### src/rtl/rc4_pkg.sv
// Shared definitions for the RC4 cracker: PRGA state encoding and the
// plaintext character-class helper used by the decrypt stage and reporting.
package rc4_pkg;

    typedef enum logic [3:0] {
        ST_IDLE,
        ST_RD_I,
        ST_WT_I,
        ST_LD_I,
        ST_RD_J,
        ST_WT_J,
        ST_LD_J,
        ST_WR_I,
        ST_WR_J,
        ST_RD_F,
        ST_WT_F,
        ST_LD_F,
        ST_WR_OUT,
        ST_FINISH
    } prga_state_t;

    localparam logic [7:0] CHAR_SPACE = 8'h20;
    localparam logic [7:0] CHAR_LO_A  = 8'h61;
    localparam logic [7:0] CHAR_LO_Z  = 8'h7A;

    // Plaintext is expected to be lower-case words separated by spaces.
    function automatic logic is_valid_char(input logic [7:0] ch);
        return (ch == CHAR_SPACE) || ((ch >= CHAR_LO_A) && (ch <= CHAR_LO_Z));
    endfunction

endpackage

### src/rtl/rc4_char_check.sv
// Combinational plaintext byte classifier: valid when space or 'a'..'z'.
module rc4_char_check
    import rc4_pkg::*;
(
    input  logic [7:0] ch,
    output logic       valid
);

    // NOTE: a single continuous assign covers every input value, so no latch can be inferred.
    assign valid = is_valid_char(ch);

endmodule

### src/rtl/rc4_prga_decrypt.sv
// RC4 PRGA / decrypt stage: walks the KSA-scrambled S array, XORs the keystream
// with the ciphertext ROM, writes plaintext, and optionally aborts on a non-text byte.
module rc4_prga_decrypt
    import rc4_pkg::*;
#(
    parameter int MSG_LEN  = 32,
    parameter bit CHECK_EN = 1'b1
) (
    input  logic       clk,
    input  logic       reset,
    input  logic       start,
    output logic       ready,
    output logic       done,
    output logic       fail,
    output logic [7:0] s_addr,
    output logic [7:0] s_data,
    output logic       s_wren,
    input  logic [7:0] s_q,
    output logic [7:0] rom_addr,
    input  logic [7:0] rom_q,
    output logic [7:0] out_addr,
    output logic [7:0] out_data,
    output logic       out_wren
);

    localparam logic [7:0] LAST_K = 8'(MSG_LEN - 1);

    prga_state_t state;
    logic [7:0]  i, j, k;
    logic [7:0]  si, sj, f;
    logic        byte_ok;
    logic        abort;

    // rom_q still holds msg[k] during WR_OUT, so f ^ rom_q is the byte just written.
    rc4_char_check u_char_check (
        .ch    (f ^ rom_q),
        .valid (byte_ok)
    );

    assign abort = CHECK_EN && !byte_ok;

    // Outputs are loaded on the edge entering each state, so every address and
    // write strobe is already stable for the whole cycle of the state it belongs to.
    // NOTE: the S and plaintext RAMs are external and deliberately not reset; only control state is.
    always_ff @(posedge clk or posedge reset) begin
        if (reset) begin
            state    <= ST_IDLE;
            i        <= 8'd0;
            j        <= 8'd0;
            k        <= 8'd0;
            si       <= 8'd0;
            sj       <= 8'd0;
            f        <= 8'd0;
            fail     <= 1'b0;
            ready    <= 1'b1;
            done     <= 1'b0;
            s_addr   <= 8'd0;
            s_data   <= 8'd0;
            s_wren   <= 1'b0;
            rom_addr <= 8'd0;
            out_addr <= 8'd0;
            out_data <= 8'd0;
            out_wren <= 1'b0;
        end else begin
            // NOTE: non-blocking throughout, so every branch below reads pre-edge register values.
            s_wren   <= 1'b0;
            out_wren <= 1'b0;
            done     <= 1'b0;

            case (state)
                ST_IDLE: begin
                    if (start) begin
                        i        <= 8'd1;
                        j        <= 8'd0;
                        k        <= 8'd0;
                        fail     <= 1'b0;
                        ready    <= 1'b0;
                        s_addr   <= 8'd1;
                        rom_addr <= 8'd0;
                        state    <= ST_RD_I;
                    end
                end
                ST_RD_I: state <= ST_WT_I;
                ST_WT_I: state <= ST_LD_I;
                ST_LD_I: begin
                    si     <= s_q;
                    j      <= j + s_q;
                    s_addr <= j + s_q;
                    state  <= ST_RD_J;
                end
                ST_RD_J: state <= ST_WT_J;
                ST_WT_J: state <= ST_LD_J;
                ST_LD_J: begin
                    sj     <= s_q;
                    s_addr <= i;
                    s_data <= s_q;
                    s_wren <= 1'b1;
                    state  <= ST_WR_I;
                end
                ST_WR_I: begin
                    s_addr <= j;
                    s_data <= si;
                    s_wren <= 1'b1;
                    state  <= ST_WR_J;
                end
                ST_WR_J: begin
                    s_addr <= si + sj;
                    state  <= ST_RD_F;
                end
                ST_RD_F: state <= ST_WT_F;
                ST_WT_F: state <= ST_LD_F;
                ST_LD_F: begin
                    f        <= s_q;
                    out_addr <= k;
                    out_data <= s_q ^ rom_q;
                    out_wren <= 1'b1;
                    state    <= ST_WR_OUT;
                end
                ST_WR_OUT: begin
                    i <= i + 8'd1;
                    if ((k == LAST_K) || abort) begin
                        fail  <= abort;
                        done  <= 1'b1;
                        state <= ST_FINISH;
                    end else begin
                        k        <= k + 8'd1;
                        rom_addr <= k + 8'd1;
                        s_addr   <= i + 8'd1;
                        state    <= ST_RD_I;
                    end
                end
                ST_FINISH: begin
                    ready <= 1'b1;
                    state <= ST_IDLE;
                end
                default: begin
                    ready <= 1'b1;
                    state <= ST_IDLE;
                end
            endcase
        end
    end

endmodule

### config.mk
export PLATFORM = sky130hd
export DESIGN_NAME = rc4_prga_decrypt
export DESIGN_NICKNAME = d
export VERILOG_FILES = /design/src/rtl/rc4_pkg.sv /design/src/rtl/rc4_char_check.sv /design/src/rtl/rc4_prga_decrypt.sv
export SDC_FILE = /design/constraint.sdc
export NUM_CORES = 1
export LEC_CHECK = 0
export ABC_AREA = 1
export CAP_MARGIN = 20
export CORE_MARGIN = 2
export CORE_UTILIZATION = 50
export DETAILED_ROUTE_END_ITERATION = 7
export GPL_ROUTABILITY_DRIVEN = 0
export PLACE_DENSITY = 0.79
export SLEW_MARGIN = 0
export SYNTH_ARGS = -nofsm -noshare
export SYNTH_HDL_FRONTEND = slang
export SYNTH_SLANG_ARGS = --single-unit
### constraint.sdc
create_clock -name clk -period 5.2 [get_ports clk]
set_input_delay 0.78 -clock clk [delete_from_list [all_inputs] [get_ports clk]]
set_output_delay 0.78 -clock clk [all_outputs]
set_load 0.02 [all_outputs]
* After elaboration in Yosys (flattened, before gate mapping) *
Index checks and enable logic that the tools add are counted.

cells by class
  add/subtract/negate cells = 4
  mux-type cells = 20
  $lt $le $gt $ge = 2
  reduce and logical (&&, ||, !) cells = 17
  bitwise operators = 3
  equal/unequal tests = 17

operators with widths
  operator             count
  $pmux 8 s2           4
  $pmux 4 s13          1
  $pmux 8 s6           1
  $mux 8               4
  $eq 4x4->1 const B   5
  $add 8x1->8 const B  2
  $add 8x8->8          2
  $eq 4x3->1 const B   4
  $xor 8x8->8          2
  $reduce_or 12->1     1
  $reduce_and 3->1     3
  $eq 4x2->1 const B   2
  $eq 8x5->1 const B   1
  $eq 8x6->1 const B   1
  $ge 8x7->1 const B   1
  $le 8x7->1 const B   1
  $mux 4               2
  $mux 1               6
  $ne 2x2->1 const B   3
  $reduce_and 2->1     3
  $reduce_bool 2->1    3
  $reduce_bool 6->1    1
  $eq 4x1->1 const B   1
  $logic_not 4->1      1
  6 further kinds      8

storage, ports and cells
  logic and storage cells = 79
  bits in registers = 89
  output and inout port bits = 45

* Longest topological paths before layout *
Gate-level depths: netlist of run 1.

  depth in word-level cells = 8
  gate-level depth with buffers = 14
  depth with buffers taken out = 14

* Hierarchy *
A second synthesis of run 1 with hierarchy kept.

unflattened totals
  cells, all modules = 592
  area, all modules = 4717.0 µm²

by module, submodules not included
  module            cells each  instances  area each (µm²)
  rc4_prga_decrypt  574         1          4638.2
  rc4_char_check    18          1          78.8

* Worst setup path after synthesis of run 1 *
Ideal clock, no wire load.

  path kind = input-to-reg
  from = input s_q[0]
  to = register s_addr[4]
  data required time = 5.083 ns
  setup time = 0.117 ns
  path buffers = 0
  path slack = 3.122 ns
  arrival = 1.961 ns
  stages = 9
  cells stage by stage = ha_1 -> fa_1 -> nand2_1 -> a21oi_1 -> nor3_1 -> nand3b_1 -> nand3_1 -> nand3_2 -> nand2_1

between the ends
  cells in the longest elaborated chain, start to end = 2

RTL lines
  element               line                     text
  from (decl)           rc4_prga_decrypt.sv:18   input logic [7:0] s_q,
  $add 8x8->8           rc4_prga_decrypt.sv:88   s_addr <= j + s_q;
  $pmux 8 s6            rc4_prga_decrypt.sv:70   case (state)
  to (signal assigned)  rc4_prga_decrypt.sv:88
  to (signal assigned)  rc4_prga_decrypt.sv:95   s_addr <= i;
  to (signal assigned)  rc4_prga_decrypt.sv:101  s_addr <= j;
  to (decl)             rc4_prga_decrypt.sv:15   output logic [7:0] s_addr,

No other way between the ends.
A chain may end at the register's enable or synchronous reset.

* Final worst setup path of run 1 *
Ends and elaborated chain as after synthesis.

==> metrics.md, run 1 <==
| Metric | Value |
|---|---|
| Crit-path cells | clkdlybuf4s50_1, ha_1, fa_1, nand2_1, a21oi_1, o21ai_0, nand3b_1, nand3_1, nand3_2, nand2_1 |
| Syn_area_per_cell | ~8.2 µm² |
| Clock network power share | 0.153 |
| Crit path max fanout | 5 |
| Sw Share | 0.447 |
| Fin. Hold Viols | 0 |
| Grt ovf | 0 |
| CP Class | input port to register |
| Drt total wl | roughly 12,000 µm |
| Post-cts hold buffer count | 0 |
| Worst path required time | about 5.5 ns |
| # resized after CTS | 0 |
| Ant diodes | 0 |
| Setup crit start kind | input port |
| DRC viols | 0 |
| Slowest stage cell, crit path | clkdlybuf4s50_1 |
| Commonest non-fill, non-tap cell in the layout | nand2_1 |
| Internal power | around 1.8 mW |
| Yosys top cell area share | 0.448 |
| Post-CTS setup buffers | 0 |
| Area Growth Syn to Fin | 18.8% |
| I/O Buffers | 63 |
| Post-synth EDFFs | 0 |
| Power density cells | between 500 and 600 mW/mm² |
| MaxCap Viol Count | 0 |
| Arrival @ worst endpoint | roughly 2.8 ns |
| Post-DP HPWL | slightly below 9000 µm |
| Syn nets | 639 |
| Leak pwr | ~2.8 nW |
| CTS Buf Count | 9 |
| Clock transition at path regs | 0.09 ns |
| Initial antenna violation count | 0 |
| Fin worst setup slack | roughly 2.7 ns |
| Top Family by Delay on Critical Path | adder cells |
| Avg WL per Cell | between 10 and 15 µm |
| Global-route wire length before repair | between 15,000 and 20,000 µm |
| Vias | 4,336 |
| Setup TNS | 0 ns |
| Nets | 701 |
| Syn Inst Count | ~600 |
| Initial core utilization | 0.510 |
| Chip width | between 100 and 150 µm |
| Vias in the first global route | 4,120 |
| Post-DP Area | 0.00564 mm² |
| Main synth FF type | dfrtp_1 |
| Initial DRC count | about 330 |
| Final Max Tran Viols | 0 |
| Status | completed |
| FF+latch count, synth | slightly below 90 |
| Clock latency on the worst-skew pair | between 0.3 and 0.4 ns |
| Tmin final | 2.48 ns |
| CTS sink cnt | slightly below 90 |
| CTS tree | done |
| Ports | 64 |
| Critical path's most frequent cell | nand2_1 |
| Peak VDD IR | 0.326 mV |
| # fillers | 841 |
| Psw | 1.46 mW |
| Share of cells above drive strength 1 | 0.103 |
| Deepest clock path buffer count | 2 |
| Final Skew | 0.0106 ns |
| Commonest non-fill, non-tap cells in the layout | nand2_1 (179), dfrtp_1 (88), clkdlybuf4s50_1 (63) |
| Ys Warns | 0 |
| Vias per cell | approximately 5.4 |
| # rows | 36 |
| CTS root buffer | clkbuf_8 |
| Unrepaired setup endpoints after global routing | no |
| Library cells used by synthesis | 46 |
| Final setup fails | 0 |
| Comb pwr share | 0.490 |
| Synth async-reset ratio | 1.00 |
| Drt pass-1 iters | 6 |
| Worst slew pin tran | approximately 0.91 ns |
| Post-route cell area | approximately 0.0058 mm² |
| Seq/Total Area, Yosys | 0.453 |
| Die ar. | ~0.011 mm² |
| Dpl ws | 2.37 ns |
| FMAX | between 400 and 500 MHz |
| Die height | ~100 µm |
| Worst Hold Class | register to register |
| Total GRT Usage | 0.239 |
| WP buf/inv | 1 |
| H-tree depth | 3 |
| Antenna Nets Post-Route | 0 |
| CP peak stage delay | around 0.52 ns |
| Cell Area, Synth | slightly below 0.005 mm² |
| Crit path capture type | register |
| Leading area contributor after synthesis | dfrtp_1 |
| Final Cycle Share | 0.477 |
| Core footprint | slightly below 0.01 mm² |
| Top cells by area, synth | dfrtp_1 (45%), nand2_1 (14%), nand3_1 (5.0%), ha_1 (4.1%), inv_1 (3.9%) |
| Largest net degree at the start of global routing | 54 |
| Worst relative slew slack | 0.393 |
| Seq pwr share | 0.358 |
[cell families (layout without fill, tap and decap cells)]
logic type / count (synthesis) / count (layout) / synth area share
AND/OR/NAND/NOR: 319 / 319 / 0.306
flip-flops: 89 / 89 / 0.453
AO/OA/AOI/OAI: 83 / 83 / 0.0934
buffers and inverters: 74 / 141 / 0.0644
XOR/XNOR: 19 / 19 / 0.0338
adder cells (fa/ha/maj): 18 / 18 / 0.0489
[final timing paths]
path | startpoint | endpoint | slack [ns] | cells after the start
min in group asynchronous | reset | out_data[3]$_DFFE_PP0P_ | 0.89 | 2
worst max-delay path | s_q[0] | s_addr[4]$_DFFE_PP0P_ | 2.72 | 10
worst max register to register | si[0]$_DFFE_PP0P_ | s_addr[2]$_DFFE_PP0P_ | 3.22 | 7
worst min register to register | fail$_DFFE_PP0P_ | fail$_DFFE_PP0P_ | 0.48 | 2
max in group asynchronous | reset | ready$_DFFE_PP1P_ | 3.29 | 3
worst min-delay path | fail$_DFFE_PP0P_ | fail$_DFFE_PP0P_ | 0.48 | 2
[state kept, by name, summed over array words and instances (netlist names)]
signal	count
done	1
f	8
fail	1
i	8
j	8
k	8
out_addr	8
out_data	8
out_wren	1
ready	1
s_addr	8
s_data	8
s_wren	1
si	8
sj	8
state	4
[power by group through the flow]
stage / Sequential [mW] / Clock (mW) / Combinational (mW)
after floorplan: 1.25 / 0 / 1.01
after global placement: 1.16 / 0 / 1.53
after detailed placement: 1.18 / 0 / 1.58
after CTS: 1.17 / 0.510 / 1.60
after global routing: 1.20 / 0.537 / 1.80
final: 1.17 / 0.499 / 1.60
[metal layers]
layer / part of all wire / vias to the layer above / routed length [µm] / track usage
li1: - / 2095 / - / -
met1: 0.43 / 2056 / 5050 / 0.312
met2: 0.48 / 157 / 5740 / 0.384
met3: 0.060 / 28 / 714 / 0.0477
met4: 0.029 / 0 / 348 / 0.115
met5: 0 / - / 0 / 0
[synth_stat cells (3+ instances only)]
library cell / instances
nand2_1: 179
dfrtp_1: 88
inv_1: 51
nand3_1: 49
o21ai_0: 33
nor2_1: 31
ha_1: 16
nand2_2: 15
o21ai_1: 15
a21oi_1: 14
nand4_1: 10
xor2_1: 10
nand3_2: 9
o22ai_1: 9
xnor2_1: 9
inv_2: 8
nor2_2: 6
buf_2: 5
clkbuf_1: 4
nand2_4: 4
nand3b_1: 3
nor3_1: 3
[tightest hold or removal path: stages, from the launching register on]
cell,delay (ns)
dfrtp_1,0.35
nand2_1,0.05
nand2_1,0.05
[cell type report]
cell class              count  area [µm²]  share of cell area
clock buffers              10         128              0.0219
well taps                 133         166              0.0285
clock inverters             6        75.1              0.0129
flip-flops and latches     89        2230               0.382
repair buffers             64         638               0.109
multi-input cells         439        2370               0.406
inverters                  61         233              0.0398
[per-stage QoR]
stage	hold slack, ns	util	instances	power, mW
after floorplan	0.453	-	602	2.27
after global placement	0.455	0.585	786	2.69
after detailed placement	0.462	0.585	786	2.76
after CTS	0.484	0.606	802	3.27
after global routing	0.502	0.606	802	3.54
final	0.481	0.606	802	3.27
No activity file was read; power rests on OpenSTA's default activity.
==> run 2: changes to the inputs <==
clock period = 2.54 ns   (was 5.2 ns; I/O delays follow)
==> metrics.md, run 2 (synthesis results as in run 1) <==
| Metric | Value |
|---|---|
| Status | completed (unchanged) |
| # resized after CTS | 0 (unchanged) |
| Crit path max fanout | 5 (unchanged) |
| Psw | 2.98 mW (was 1.46 mW) |
| Clock transition at path regs | 0.10 ns (was 0.09 ns) |
| CTS root buffer | clkbuf_8 (unchanged) |
| Initial antenna violation count | 0 (unchanged) |
| Post-cts hold buffer count | 0 (unchanged) |
| Avg WL per Cell | 14.4 µm (was 14.8 µm) |
| Dpl ws | 0.144 ns (was 2.37 ns) |
| Internal power | 3.65 mW (was 1.81 mW) |
| I/O Buffers | 63 (unchanged) |
| Post-placement cell count | 793 (was 786) |
| DRC viols | 0 (unchanged) |
| Clock latency on the worst-skew pair | 0.37 ns (was 0.38 ns) |
| Worst path required time | 2.79 ns (was 5.52 ns) |
| Setup crit start kind | input port (unchanged) |
| Slowest stage cell, crit path | clkdlybuf4s50_1 (unchanged) |
| Fin worst setup slack | 0.501 ns (was 2.72 ns) |
| Initial core utilization | 0.510 (unchanged) |
| Sw Share | 0.450 (was 0.447) |
| Final Power | 6.63 mW (was 3.27 mW) |
| CTS tree | done (unchanged) |
| Core footprint | 0.00964 mm² (unchanged) |
| Setup TNS | 0 ns (unchanged) |
| Final Skew | 0.0166 ns (was 0.0106 ns) |
| Die ar. | 0.0106 mm² (unchanged) |
| Critical path's most frequent cell | nand2_1 (unchanged) |
| Nets | 708 (was 701) |
| Total GRT Usage | 0.236 (was 0.239) |
| Grt ovf | 0 (unchanged) |
| Deepest clock path buffer count | 2 (unchanged) |
| Commonest non-fill, non-tap cells in the layout | nand2_1 (179), dfrtp_1 (88), clkdlybuf4s50_1 (63) (unchanged) |
| Post-CTS setup buffers | 0 (unchanged) |
| Post-DP HPWL | 8600 µm (was 8680 µm) |
| Finished Layout Cells | 809 (was 802) |
| Clock network power share | 0.143 (was 0.153) |
| Crit path capture type | register (unchanged) |
| Arrival @ worst endpoint | 2.29 ns (was 2.80 ns) |
| Fin. Hold Viols | 0 (unchanged) |
| Post-DP Area | 0.00571 mm² (was 0.00564 mm²) |
| Die height | 103 µm (unchanged) |
| Tmin final | 2.04 ns |
| Ant diodes | 0 (unchanged) |
| Ports | 64 (unchanged) |
| Seq pwr share | 0.361 (was 0.358) |
| Drt total wl | 11,600 µm (was 11,900 µm) |
| MaxCap Viol Count | 0 (unchanged) |
| Worst Hold Class | input port to async pin (was register to register) |
| Leak pwr | 2.88 nW (was 2.85 nW) |
| Commonest non-fill, non-tap cell in the layout | nand2_1 (unchanged) |
| CTS sink cnt | 89 (unchanged) |
| Crit-path cells | clkdlybuf4s50_1, ha_1, fa_1, nand2_1, a21oi_1, nor3_1, nand3b_1, nand3_1, nand3_2, nand2_1 (was clkdlybuf4s50_1, ha_1, fa_1, nand2_1, a21oi_1, o21ai_0, nand3b_1, nand3_1, nand3_2, nand2_1) |
| Final hold slack | 0.457 ns (was 0.481 ns) |
| Worst relative slew slack | 0.613 (was 0.393) |
| Chip width | 103 µm (unchanged) |
| Comb pwr share | 0.496 (was 0.490) |
| CP peak stage delay | 0.52 ns (about the same) |
| Post-route cell area | 0.00589 mm² (was 0.00584 mm²) |
| Finished Core Util | 0.611 (was 0.606) |
| Vias per cell | 5.31 (was 5.41) |
| Vias in the first global route | 4,178 (was 4,120) |
| FMAX | around 500 MHz |
| Global-route wire length before repair | 19,500 µm (about the same) |
| Largest net degree at the start of global routing | 90 (was 54) |
| # rows | 36 (unchanged) |
| CTS Buf Count | 9 (unchanged) |
| H-tree depth | 3 (unchanged) |
| Unrepaired setup endpoints after global routing | no (unchanged) |
| CP Class | input port to register (unchanged) |
| Final Cycle Share | 0.803 |
| Final Max Tran Viols | 0 (unchanged) |
| Area Growth Syn to Fin | 19.8% (was 18.8%) |
| Worst slew pin tran | 0.579 ns (was 0.910 ns) |
| Drt pass-1 iters | 5 (was 6) |
| Power density cells | 1120 mW/mm² (was 560 mW/mm²) |
| Final setup fails | 0 (unchanged) |
| Share of cells above drive strength 1 | 0.114 (was 0.103) |
| Antenna Nets Post-Route | 0 (unchanged) |
| Peak VDD IR | 0.574 mV (was 0.326 mV) |
| Vias | 4,296 (was 4,336) |
| Initial DRC count | 297 (was 325) |
## run 2: worst max-delay path: cells and delay by family
family / cells / cell delay, ns
and+or+nand+nor: 6 / 0.60
AOI/OAI and AO/OA: 1 / 0.08
buffers and inverters: 1 / 0.52
adders and majority gates: 2 / 0.72
## run 2: per-layer routing
metal / share of wire / track usage / wire length (µm)
met3: 0.054 / 0.0383 / 624
met4: 0.027 / 0.108 / 317
met2: 0.49 / 0.391 / 5680
met5: 0 / 0 / 0
met1: 0.43 / 0.305 / 5010
## run 2: path summary, 6_finish.rpt
path / start / to / cells after the start / slack [ns]
max: s_q[0] / s_addr[4]$_DFFE_PP0P_ / 10 / 0.50
min in group clk: s_addr[0]$_DFFE_PP0P_ / s_addr[0]$_DFFE_PP0P_ / 2 / 0.48
min reg2reg: s_addr[0]$_DFFE_PP0P_ / s_addr[0]$_DFFE_PP0P_ / 2 / 0.48
max in group asynchronous: reset / s_addr[7]$_DFFE_PP0P_ / 3 / 1.67
max reg2reg: state[1]$_DFFE_PP0P_ / s_addr[0]$_DFFE_PP0P_ / 10 / 0.61
min: reset / out_data[3]$_DFFE_PP0P_ / 3 / 0.46
## run 2: final cells by class
type / instances / area [µm²]
fill: 833 / 3750
multi-input combinational: 439 / 2370
sequential: 89 / 2230
timing repair buffer: 71 / 703
inverter: 61 / 235
tap: 133 / 166
clock buffer: 10 / 138
clock inverter: 6 / 50.0
## run 2: power by group through the flow
stage	clock network, mW	logic, mW	registers (mW)
2_1_floorplan	0	2.08	2.57
3_3_place_gp	0	3.15	2.38
3_5_place_dp	0	3.25	2.41
4_1_cts	0.964	3.28	2.39
5_1_grt	1.02	3.69	2.46
6_report	0.950	3.29	2.39
==> run 3: changes to the inputs <==
clock period = 1.9 ns   (was 2.54 ns; I/O delays follow)
==> metrics.md, run 3 (synthesis results as in run 1) <==
| Metric | Value |
|---|---|
| Ports | 64 (unchanged) |
| Status | completed (unchanged) |
| Critical R2R Launch | si[0]$_DFFE_PP0P_ (was state[1]$_DFFE_PP0P_) |
| WP buf/inv | 0 (was 1) |
| Setup TNS | 0 ns (unchanged) |
| Slowest stage cell, crit path | fa_2 (was clkdlybuf4s50_1) |
| Final Max Tran Viols | 0 (unchanged) |
| Avg WL per Cell | 14.7 µm (was 14.4 µm) |
| Final Skew | 0.0127 ns (was 0.0166 ns) |
| Commonest non-fill, non-tap cells in the layout | nand2_1 (179), dfrtp_1 (87), clkdlybuf4s50_1 (63) (was nand2_1 (179), dfrtp_1 (88), clkdlybuf4s50_1 (63)) |
| Die ar. | 0.0106 mm² (unchanged) |
| Chip width | 103 µm (unchanged) |
| Post-CTS setup buffers | 0 (unchanged) |
| Post-route cell area | 0.00623 mm² (was 0.00589 mm²) |
| Final setup fails | 0 (unchanged) |
| Power density cells | 1510 mW/mm² (was 1120 mW/mm²) |
| Nets | 740 (was 708) |
| Post-cts hold buffer count | 0 (unchanged) |
| Crit path max fanout | 4 (was 5) |
| Share of cells above drive strength 1 | 0.162 (was 0.114) |
| CP Class | register to register (was input port to register) |
| Crit-path cells | ha_4, fa_2, or2_2, nand3_1, nand4_1, nand3_2, nand2_1 (was clkdlybuf4s50_1, ha_1, fa_1, nand2_1, a21oi_1, nor3_1, nand3b_1, nand3_1, nand3_2, nand2_1) |
| Fin worst setup slack | 0.0487 ns (was 0.501 ns) |
| # rows | 36 (unchanged) |
| Fin. Hold Viols | 0 (unchanged) |
| Vias in the first global route | 4,367 (was 4,178) |
| Arrival @ worst endpoint | 2.11 ns (was 2.29 ns) |
| Global-route wire length before repair | 20,700 µm (was 19,500 µm) |
| Post-DP HPWL | 9440 µm (was 8600 µm) |
| Initial core utilization | 0.510 (unchanged) |
| Unrepaired setup endpoints after global routing | yes (was no) |
| Post-placement cell count | 825 (was 793) |
| Peak VDD IR | 0.730 mV (was 0.574 mV) |
| Drt total wl | 12,400 µm (was 11,600 µm) |
| Post-DP Area | 0.00597 mm² (was 0.00571 mm²) |
| Clock latency on the worst-skew pair | 0.37 ns (about the same) |
| Final Cycle Share | 0.974 |
| Crit path capture type | register (unchanged) |
| Total GRT Usage | 0.252 (was 0.236) |
| CP peak stage delay | 0.43 ns (was 0.52 ns) |
| MaxCap Viol Count | 0 (unchanged) |
| Clock transition at path regs | 0.10 ns (about the same) |
| Largest net degree at the start of global routing | 39 (was 90) |
| FMAX | about 540 MHz |
| Grt ovf | 0 (unchanged) |
| Antenna Nets Post-Route | 0 (unchanged) |
| Top Family by Delay on Critical Path | simple AND/OR/NAND/NOR gates (was adder cells) |
| Leak pwr | 3.05 nW (was 2.88 nW) |
| I/O Buffers | 63 (unchanged) |
| Tmin final | 1.85 ns |
| Commonest non-fill, non-tap cell in the layout | nand2_1 (unchanged) |
| Worst path required time | 2.16 ns (was 2.79 ns) |
| Ant diodes | 0 (unchanged) |
| Dpl ws | -0.326 ns (was 0.144 ns) |
| Finished Layout Cells | 841 (was 809) |
| CTS Buf Count | 9 (unchanged) |
| Vias | 4,502 (was 4,296) |
| Final hold slack | 0.302 ns (was 0.457 ns) |
| Core footprint | 0.00964 mm² (unchanged) |
| Worst Hold Class | input port to async pin (unchanged) |
| Initial DRC count | 348 (was 297) |
| CTS sink cnt | 89 (unchanged) |
| CTS tree | done (unchanged) |
| Final Power | 9.43 mW (was 6.63 mW) |
| Setup crit start kind | register (was input port) |
| DRC viols | 0 (unchanged) |
| Deepest clock path buffer count | 2 (unchanged) |
| Worst slew pin tran | 0.516 ns (was 0.579 ns) |
| R2R Path End | s_addr[2]$_DFFE_PP0P_ (was s_addr[0]$_DFFE_PP0P_) |
| Die height | 103 µm (unchanged) |
| CTS root buffer | clkbuf_8 (unchanged) |
| Area Growth Syn to Fin | 26.8% (was 19.8%) |
| Worst relative slew slack | 0.655 (was 0.613) |
| Cells on worst reg2reg path | 7 (was 10) |
| Vias per cell | 5.35 (was 5.31) |
| Drt pass-1 iters | 5 (unchanged) |
| Reg2Reg Setup Slack | 0.05 ns (was 0.61 ns) |
| Initial antenna violation count | 0 (unchanged) |
| H-tree depth | 3 (unchanged) |
| Finished Core Util | 0.647 (was 0.611) |
[run 3: final cells by class]
type                       count  area (µm²)
clock buffer                  11         131
timing repair buffer         103         968
multi-input combinational    439        2410
sequential                    89        2230
inverter                      61         235
fill                         796        3410
clock inverter                 5        88.8
tap                          133         166
[run 3: metal layers]
layer,wire length (µm),GRT usage
met2,6270,0.421
met5,0,0
met1,5280,0.330
met4,289,0.0972
met3,561,0.0450
[run 3: worst register-to-register path: cells and delay by family (launching register included)]
kind | cells | cell delay [ns]
flops | 1 | 0.42
simple gates | 5 | 0.69
fa+ha+maj | 2 | 0.62
[run 3: report_power, final]
| group | internal [mW] | switching, mW |
|---|---|---|
| combinational | 1.95 | 2.79 |
| sequential | 2.63 | 0.583 |
| clock | 0.757 | 0.727 |
| total | 5.33 | 4.10 |
[run 3: what timing repair did]
| action | CTS | global route |
|---|---|---|
| pin swaps | 0 | 2 |
| setup endpoints to repair | 2 | 15 |
| resized for setup | 1 | 11 |
[run 3: how the worst max path moves through the flow]
| stage | start | slack [ns] | endpoint | cells after the start |
|---|---|---|---|---|
| 2_1_floorplan | si[0]$_DFFE_PP0P_ | 0.20 | s_addr[2]$_DFFE_PP0P_ | 7 |
| 3_3_place_gp | s_q[0] | -0.27 | s_addr[4]$_DFFE_PP0P_ | 10 |
| 4_1_cts | si[0]$_DFFE_PP0P_ | 0.02 | s_addr[2]$_DFFE_PP0P_ | 7 |
| 3_5_place_dp | s_q[0] | -0.33 | s_addr[4]$_DFFE_PP0P_ | 10 |
| 6_report | si[0]$_DFFE_PP0P_ | 0.05 | s_addr[2]$_DFFE_PP0P_ | 7 |
| 5_1_grt | sj[0]$_DFFE_PP0P_ | -0.02 | s_addr[4]$_DFFE_PP0P_ | 8 |
